===== src/rtl/simd_addsub_pipe.sv =====
// rtl/simd_addsub_pipe.sv - two-stage multi-lane add/subtract unit with chained mode and sticky overflow
module simd_addsub_pipe #(
  parameter int W     = 32,
  parameter int LANES = 4,
  parameter int TAG_W = 4
) (
  input  logic                 clk,
  input  logic                 rst_n,
  input  logic                 in_valid,
  output logic                 in_ready,
  input  logic                 in_op,
  input  logic                 in_chain,
  input  logic [TAG_W-1:0]     in_tag,
  input  logic [LANES*W-1:0]   in_a,
  input  logic [LANES*W-1:0]   in_b,
  output logic                 out_valid,
  input  logic                 out_ready,
  output logic [LANES*W-1:0]   out_r,
  output logic [LANES-1:0]     out_n,
  output logic [LANES-1:0]     out_z,
  output logic [LANES-1:0]     out_c,
  output logic [LANES-1:0]     out_v,
  output logic [TAG_W-1:0]     out_tag,
  input  logic                 clr_sticky,
  output logic                 v_sticky
);

  localparam int DW = LANES * W;

  logic             s1_valid_q;
  logic [DW-1:0]    s1_a_q, s1_b_q;
  logic             s1_op_q, s1_chain_q;
  logic [TAG_W-1:0] s1_tag_q;

  logic             out_valid_q;
  logic [DW-1:0]    r_q;
  logic [LANES-1:0] n_q, z_q, c_q, v_q;
  logic [TAG_W-1:0] tag_q;
  logic             sticky_q;

  logic             advance;
  logic             accept;
  logic             s2_load;

  logic [DW-1:0]    r_d;
  logic [LANES-1:0] n_d, z_d, c_d, v_d;
  logic             sticky_d;

  assign advance  = !out_valid_q || out_ready;
  assign in_ready = !s1_valid_q || advance;
  assign accept   = in_valid && in_ready;
  assign s2_load  = advance && s1_valid_q;

  // Subtract is A + ~B + op; in chained mode only lane 0 sees op, higher lanes take the ripple.
  always_comb begin
    logic [LANES:0]   carry;
    logic [LANES-1:0] ln, lz, lc, lv;
    logic [DW-1:0]    bx;
    logic [W:0]       sum;
    logic             cin;
    logic             a_msb, bx_msb;
    carry    = '0;
    ln       = '0;
    lz       = '0;
    lc       = '0;
    lv       = '0;
    sum      = '0;
    cin      = 1'b0;
    a_msb    = 1'b0;
    bx_msb   = 1'b0;
    r_d      = '0;
    bx       = s1_op_q ? ~s1_b_q : s1_b_q;
    carry[0] = s1_op_q;
    for (int i = 0; i < LANES; i++) begin
      cin        = s1_chain_q ? carry[i] : s1_op_q;
      sum        = {1'b0, s1_a_q[i*W +: W]} + {1'b0, bx[i*W +: W]} + {{W{1'b0}}, cin};
      carry[i+1] = sum[W];
      r_d[i*W +: W] = sum[W-1:0];
      a_msb      = s1_a_q[i*W + W-1];
      bx_msb     = bx[i*W + W-1];
      ln[i]      = sum[W-1];
      lz[i]      = (sum[W-1:0] == '0);
      lc[i]      = sum[W] ^ s1_op_q;
      lv[i]      = (a_msb == bx_msb) && (sum[W-1] != a_msb);
    end
    if (s1_chain_q) begin
      n_d = {LANES{ln[LANES-1]}};
      z_d = {LANES{&lz}};
      c_d = {LANES{lc[LANES-1]}};
      v_d = {LANES{lv[LANES-1]}};
    end else begin
      n_d = ln;
      z_d = lz;
      c_d = lc;
      v_d = lv;
    end
  end

  // A fresh overflow outranks a same-cycle clear.
  always_comb begin
    sticky_d = sticky_q;
    if (s2_load && |v_d) begin
      sticky_d = 1'b1;
    end else if (clr_sticky) begin
      sticky_d = 1'b0;
    end
  end

  always_ff @(posedge clk or negedge rst_n) begin
    if (!rst_n) begin
      s1_valid_q <= 1'b0;
      s1_a_q     <= '0;
      s1_b_q     <= '0;
      s1_op_q    <= 1'b0;
      s1_chain_q <= 1'b0;
      s1_tag_q   <= '0;
    end else if (accept) begin
      s1_valid_q <= 1'b1;
      s1_a_q     <= in_a;
      s1_b_q     <= in_b;
      s1_op_q    <= in_op;
      s1_chain_q <= in_chain;
      s1_tag_q   <= in_tag;
    end else if (advance) begin
      s1_valid_q <= 1'b0;
    end
  end

  always_ff @(posedge clk or negedge rst_n) begin
    if (!rst_n) begin
      out_valid_q <= 1'b0;
      r_q         <= '0;
      n_q         <= '0;
      z_q         <= '0;
      c_q         <= '0;
      v_q         <= '0;
      tag_q       <= '0;
      sticky_q    <= 1'b0;
    end else begin
      sticky_q <= sticky_d;
      if (advance) begin
        out_valid_q <= s1_valid_q;
      end
      if (s2_load) begin
        r_q   <= r_d;
        n_q   <= n_d;
        z_q   <= z_d;
        c_q   <= c_d;
        v_q   <= v_d;
        tag_q <= s1_tag_q;
      end
    end
  end

  assign out_valid = out_valid_q;
  assign out_r     = r_q;
  assign out_n     = n_q;
  assign out_z     = z_q;
  assign out_c     = c_q;
  assign out_v     = v_q;
  assign out_tag   = tag_q;
  assign v_sticky  = sticky_q;

endmodule


===== config.mk =====
export PLATFORM = sky130hd
export DESIGN_NAME = simd_addsub_pipe
export DESIGN_NICKNAME = d
export VERILOG_FILES = /design/src/rtl/simd_addsub_pipe.sv
export SDC_FILE = /design/constraint.sdc
export NUM_CORES = 1
export LEC_CHECK = 0
export ABC_AREA = 1
export CAP_MARGIN = 5
export CORE_ASPECT_RATIO = 1.75
export CORE_MARGIN = 4
export CORE_UTILIZATION = 37
export DETAILED_ROUTE_END_ITERATION = 8
export RECOVER_POWER = 50
export SYNTH_ARGS = -nofsm -noshare
export SYNTH_HDL_FRONTEND = slang
export SYNTH_SLANG_ARGS = --single-unit
export TNS_END_PERCENT = 50

===== constraint.sdc =====
create_clock -name clk -period 12.55 [get_ports clk]
set_input_delay 3.765 -clock clk [delete_from_list [all_inputs] [get_ports clk]]
set_output_delay 3.765 -clock clk [all_outputs]
set_load 0.02 [all_outputs]

=== Word-level counts from Yosys, hierarchy flattened ===
Index checks and enable logic that the tools add are counted.

* Input port bits: 267
* Register bits: 413
* Logic and storage cells: 66

* Eq/ne operators: 8
* Reductions and logical operators: 19
* Muxes and demuxes: 12
* Bitwise logic cells: 5
* Add/subtract/negate cells: 8

{| class="wikitable"
|+ Operator list
! kind !! number
|-
| $add 32x32->33 || 4
|-
| $add 33x1->33 || 4
|-
| $logic_not 32->1 || 4
|-
| $mux 128 || 1
|-
| $not 128->128 || 1
|-
| $mux 3 || 3
|-
| $logic_and 1x1->1 || 7
|-
| $mux 1 || 7
|-
| $eq 1x1->1 || 4
|-
| $mux 4 || 1
|-
| $ne 1x1->1 || 4
|-
| $reduce_and 4->1 || 1
|-
| $reduce_bool 2->1 || 2
|-
| $reduce_or 4->1 || 1
|-
| $xor 1x1->1 || 4
|-
| $logic_not 1->1 || 2
|-
| $logic_or 1x1->1 || 2
|}

=== Depth between registers and ports, before layout ===
* Depth after elaboration: 16
* Mapped depth: 65
* Gate-level depth less buffers: 64

=== Worst setup path after synthesis ===
No wires, ideal clock.

* Kind: register -> register
* Start point: register s1_op_q
* End point: register z_q[0] (netlist: out_z[0])
* Required time: 12,473 ps
* Clock period less this slack: 8,699 ps
* Setup slack: 3,851 ps
* Cell stages (with the launch flop): 66
* Arrival time: 8,621 ps
* Path buffers: 3
* Cells stage by stage: dfrtp_1 buf_4 clkbuf_1 buf_1 xor2_1 ha_1 nand2_1 nor2_1 inv_1 nor2_1 nand2_1 nand2_2 nand2_1 a21oi_1 o21ai_0 nand2_1 o21ai_0 fa_1 [30 not listed] fa_1 inv_1 nand3_1 nand3_1 nand2_1 nand2_2 nand2_1 nand2_1 nand3_1 nand2_1 nand2_1 nand2_1 nand2_1 nor2_1 nand3_1 nor2_1 nand3_2 a21oi_1

* Longest elaborated chain between the ends: 12
* Elaborated cells on any way between the ends: 18

{| class="wikitable"
|+ RTL lines
! element !! line !! source
|-
| start: declaration || 32 || <nowiki>logic s1_op_q, s1_chain_q;</nowiki>
|-
| start signal: assignment || 121 || <nowiki>s1_op_q <= in_op;</nowiki>
|-
| $mux 128 || 72 || <nowiki>bx = s1_op_q ? ~s1_b_q : s1_b_q;</nowiki>
|-
| $add 32x32->33 || 76 || <nowiki>sum = {1'b0, s1_a_q[i*W +: W]} + {1'b0, bx[i*W +: W]} + {{W{1'b0}}, cin};</nowiki>
|-
| $add 33x1->33 || 76 ||
|-
| $mux 1 || 75 || <nowiki>cin = s1_chain_q ? carry[i] : s1_op_q;</nowiki>
|-
| $add 33x1->33 || 76 ||
|-
| $mux 1 || 75 ||
|-
| $add 33x1->33 || 76 ||
|-
| $mux 1 || 75 ||
|-
| $add 33x1->33 || 76 ||
|-
| $logic_not 32->1 || 82 || <nowiki>lz[i] = (sum[W-1:0] == '0);</nowiki>
|-
| $reduce_and 4->1 || 88 || <nowiki>z_d = {LANES{&lz}};</nowiki>
|-
| $mux 4 * || 86 || <nowiki>if (s1_chain_q) begin</nowiki>
|-
| end signal: assignment || 147 || <nowiki>z_q <= z_d;</nowiki>
|-
| end: declaration || 37 || <nowiki>logic [LANES-1:0] n_q, z_q, c_q, v_q;</nowiki>
|}

Every way passes the cells marked *; elsewhere a longest branch is shown, timed or not.
A chain may end at the register's enable or synchronous reset.

==> key figures <==
Die
  – Chip Height: 363.2 µm
  – Floorplan row count: 130
  – Number of ports placed on the die boundary: 418
  – Initial standard-cell utilization of the core: 0.3727
  – Die area: about 77000 µm²
  – Die extent in x: between 200 and 250 µm
  – Core area: 71570 µm²

Hold path
  – Kind of path behind the tightest hold check: flip-flop to flip-flop
  – Worst hold path cell count: 2

Placed design
  – Cell area reported after detailed placement: 31830 µm²
  – Sum of net half-perimeters after detailed placement: about 75000 µm
  – Buffers on Ports: 417
  – Gpl congestion: ~0.94
  – Placed Instances: around 4700
  – Post-Place Worst Slack: between 2000 and 2500 ps

Synth
  – Cell types occupying the most area after synthesis: sky130_fd_sc_hd__dfrtp_1, sky130_fd_sc_hd__nand2_1, sky130_fd_sc_hd__mux2_2, sky130_fd_sc_hd__inv_1, sky130_fd_sc_hd__ha_1
  – Synthesized cell area: 26670 µm²
  – Post-synth top area cell: sky130_fd_sc_hd__dfrtp_1
  – Area share of the leading cell type in the synthesized netlist: 0.3865
  – Cell with the most instances after synthesis: sky130_fd_sc_hd__nand2_1
  – Synthesized netlist net count: 3831
  – Total number of yosys warnings: 0
  – Sequential cell area fraction in the yosys report: 0.3865
  – Number of library cell types mapped by synthesis: 39
  – Avg Cell Area, Syn: around 8 µm²
  – Gate Count Post-Synth: between 3000 and 4000
  – Flops & latches, synth: 412
  – Count of flip-flops with a built-in enable after synthesis: 0
  – Proportion of register bits with asynchronous set or reset after synthesis: 1.000
  – Most frequently used flop master after synthesis: sky130_fd_sc_hd__dfrtp_1
  – Leading post-synthesis cells by instance count: sky130_fd_sc_hd__nand2_1, sky130_fd_sc_hd__inv_1, sky130_fd_sc_hd__dfrtp_1, sky130_fd_sc_hd__nor2_1, sky130_fd_sc_hd__mux2_2

Worst setup path
  – Crit path largest cell delay: between 3000 and 4000 ps
  – Critical path arrival: 10200 ps
  – Critical Path Stages: 2
  – Crit end category: asynchronous set/reset pin
  – Cell family with the largest share of critical-path delay: buffers and inverters
  – Critical path's most frequent cell: sky130_fd_sc_hd__clkbuf_1
  – Buf/Inv on CP: 2
  – Slowest cell on the critical path: sky130_fd_sc_hd__clkbuf_1
  – Required time of the critical path: between 10000 and 15000 ps
  – Crit Path Max Fanout: a little over 100
  – Cell breakdown of the critical path: clkbuf_1, clkbuf_1
  – Length in cells of the worst reg-to-reg path: between 60 and 70
  – Kind of start point of the critical path: input port
  – Kind of critical path: input port to asynchronous set/reset pin

STA
  – Post-Route Setup TNS: 0 ps
  – Final hold vios: 0
  – Setup violations, final: 0
  – Final number of max-transition violations: roughly 460
  – Minimum clock period after layout: roughly 10000 ps
  – Peak clock frequency supported by timing: just under 100 MHz
  – RSZ-0062 raised after global routing: false
  – Worst clock skew: ~27 ps
  – Slew HR: -2.662
  – Actual transition at the worst max-transition pin: 5493 ps
  – Crit share post-route: 0.8163
  – Final WS setup: between 2000 and 2500 ps

Cells and area
  – Sequential cell area in the final layout: around 10000 µm²
  – Final design area excluding fillers: 33220 µm²
  – Final core utilization: 0.4642
  – Area used by multi-input combinational logic: around 14000 µm²
  – Final net count: 4226
  – Layout Cells excl Fill: between 4000 and 5000
  – Number of filler cells placed in the layout: between 7000 and 8000
  – Area added between synthesis and finish: 24.55%
  – Fraction of final layout cells with drive strength greater than 1: 0.1086

Detailed routing
  – Detailed Route WL: about 92000 µm
  – Routed wire length per instance: roughly 19 µm
  – Vias per cell: approximately 4.8
  – Overall via count from detail_route: roughly 23000
  – DRC errors left: 0
  – First-pass iteration count of the detailed router: 5
  – DRT antenna net count: 0
  – Number of DRC markers after the initial detailed-route iteration: roughly 1100

CTS
  – Number of buffers added to fix hold violations after cts: 0
  – H-tree lvl count: 2
  – Count of cells resized by post-cts repair: 0
  – CTS tree: yes
  – Buffers from clock root to sink, at most: 3
  – Worst-skew pair later-pin latency: 610 ps
  – # Post-CTS Setup Buffers: 0
  – Number of buffers inserted during clock tree synthesis: between 40 and 50
  – Cell at the root of the clock tree: sky130_fd_sc_hd__clkbuf_16
  – # clock sinks: slightly above 400
  – Clock transition time at the flip-flop clock pins of the worst setup and hold paths: about 60 ps

Power and ir drop
  – Combinational power share: 0.551
  – Net switching fraction of the power: 0.4660
  – Leakage power total: approximately 16 nW
  – Maximum ir drop on the vdd rail: 0.0001238 V
  – Part of the power in the clock network: 0.181
  – Internal power: 3.934 mW
  – Sequential Power Share: 0.268
  – Power per unit of standard cell area: 221.7 nW/µm²
  – Total net switching power: about 3.4 mW

Global routing
  – Vias in the first global route: around 23000
  – GRT Resource Usage Total: 0.2341
  – Pin count of the biggest net entering global routing: 133
  – Global route overflow: 0
  – First-pass GRT wire length: 137700 µm
  – Number of antenna violations at the first check in global routing: 5

Outcome
  – Status: finished, violations left
  – Failing checks: capacitance limit, slew limit

Run
  – Maxcap violations: 7
[path summary, 6_finish.rpt]
kind                            startpoint    endpoint  slack (ps)
worst max-delay path                 rst_n  s1_valid_q        2300
worst min-delay path             out_r[99]   out_r[99]         470
min in group asynchronous            rst_n  s1_a_q[84]        5200
max in group clk                   s1_op_q    out_z[2]        2340
worst min register to register   out_r[99]   out_r[99]         470
worst max register to register     s1_op_q    out_z[2]        2340
[area by class of cell]
cell class | instances | share of cell area
clock inverter | 14 | 0.004859
multi-input combinational | 2475 | 0.4303
antenna | 3 | 0.0002260
timing repair buffer | 432 | 0.1288
inverter | 464 | 0.05258
tap | 924 | 0.03480
sequential | 412 | 0.3105
clock buffer | 60 | 0.03800
[cell usage in the layout, fill, tap and decap left out, types with 48 or more instances in the layout]
master / count
sky130_fd_sc_hd__dfrtp_1: 411
sky130_fd_sc_hd__nor2_1: 279
sky130_fd_sc_hd__a21oi_1: 91
sky130_fd_sc_hd__inv_1: 448
sky130_fd_sc_hd__nand3_1: 156
sky130_fd_sc_hd__xor2_1: 136
sky130_fd_sc_hd__nand2_1: 1058
sky130_fd_sc_hd__o21ai_0: 115
sky130_fd_sc_hd__mux2_2: 248
sky130_fd_sc_hd__clkdlybuf4s50_1: 358
sky130_fd_sc_hd__dlygate4sd3_1: 58
sky130_fd_sc_hd__nand4_1: 48
sky130_fd_sc_hd__ha_1: 124
[flip-flops by register name (all words and copies together), names as in the netlist]
signal      count
out_c           4
s1_b_q        128
s1_chain_q      1
out_v           4
v_sticky        1
out_valid       1
out_r         128
s1_valid_q      1
out_n           3
s1_op_q         1
s1_tag_q        4
out_z           4
out_tag         4
s1_a_q        128
[kinds of logic (layout without fill, tap and decap cells)]
kind of cell | after synthesis | in the layout | share of synthesized area
and+or+nand+nor | 1661 | 1661 | 0.2595
muxes | 248 | 248 | 0.1047
AOI/OAI and AO/OA | 282 | 282 | 0.05803
xor gates and xnor gates | 153 | 153 | 0.05024
other | 0 | 3 | 0
DFF | 412 | 412 | 0.3865
buffers and inverters | 546 | 970 | 0.07759
adders and majority gates | 131 | 131 | 0.06342
[power groups by stage]
stage | Clock [mW] | Combinational (mW) | Sequential [mW]
global placement | 0 | 4.12 | 2.00
CTS | 1.38 | 4.14 | 1.98
detailed placement | 0 | 4.12 | 2.00
finish | 1.34 | 4.06 | 1.97
global route | 1.43 | 4.52 | 2.02
floorplan | 0 | 2.30 | 2.18
[layer usage]
metal  vias to the layer above  part of all wire  global-route usage
met4                         6             0.050              0.1011
met2                       566              0.51              0.4257
met5                         -           0.00035                   0
li1                      11720                 -                   -
met3                       159             0.060             0.05377
met1                     10720              0.38              0.2597
[through the flow]
step / power, mW / hold WS (ps)
finish: 7.367 / 472.4
detailed placement: 6.117 / 467.0
CTS: 7.498 / 485.8
floorplan: 4.479 / 478.1
global route: 7.967 / 493.1
global placement: 6.115 / 465.2
No activity file was read; power rests on OpenSTA's default activity.
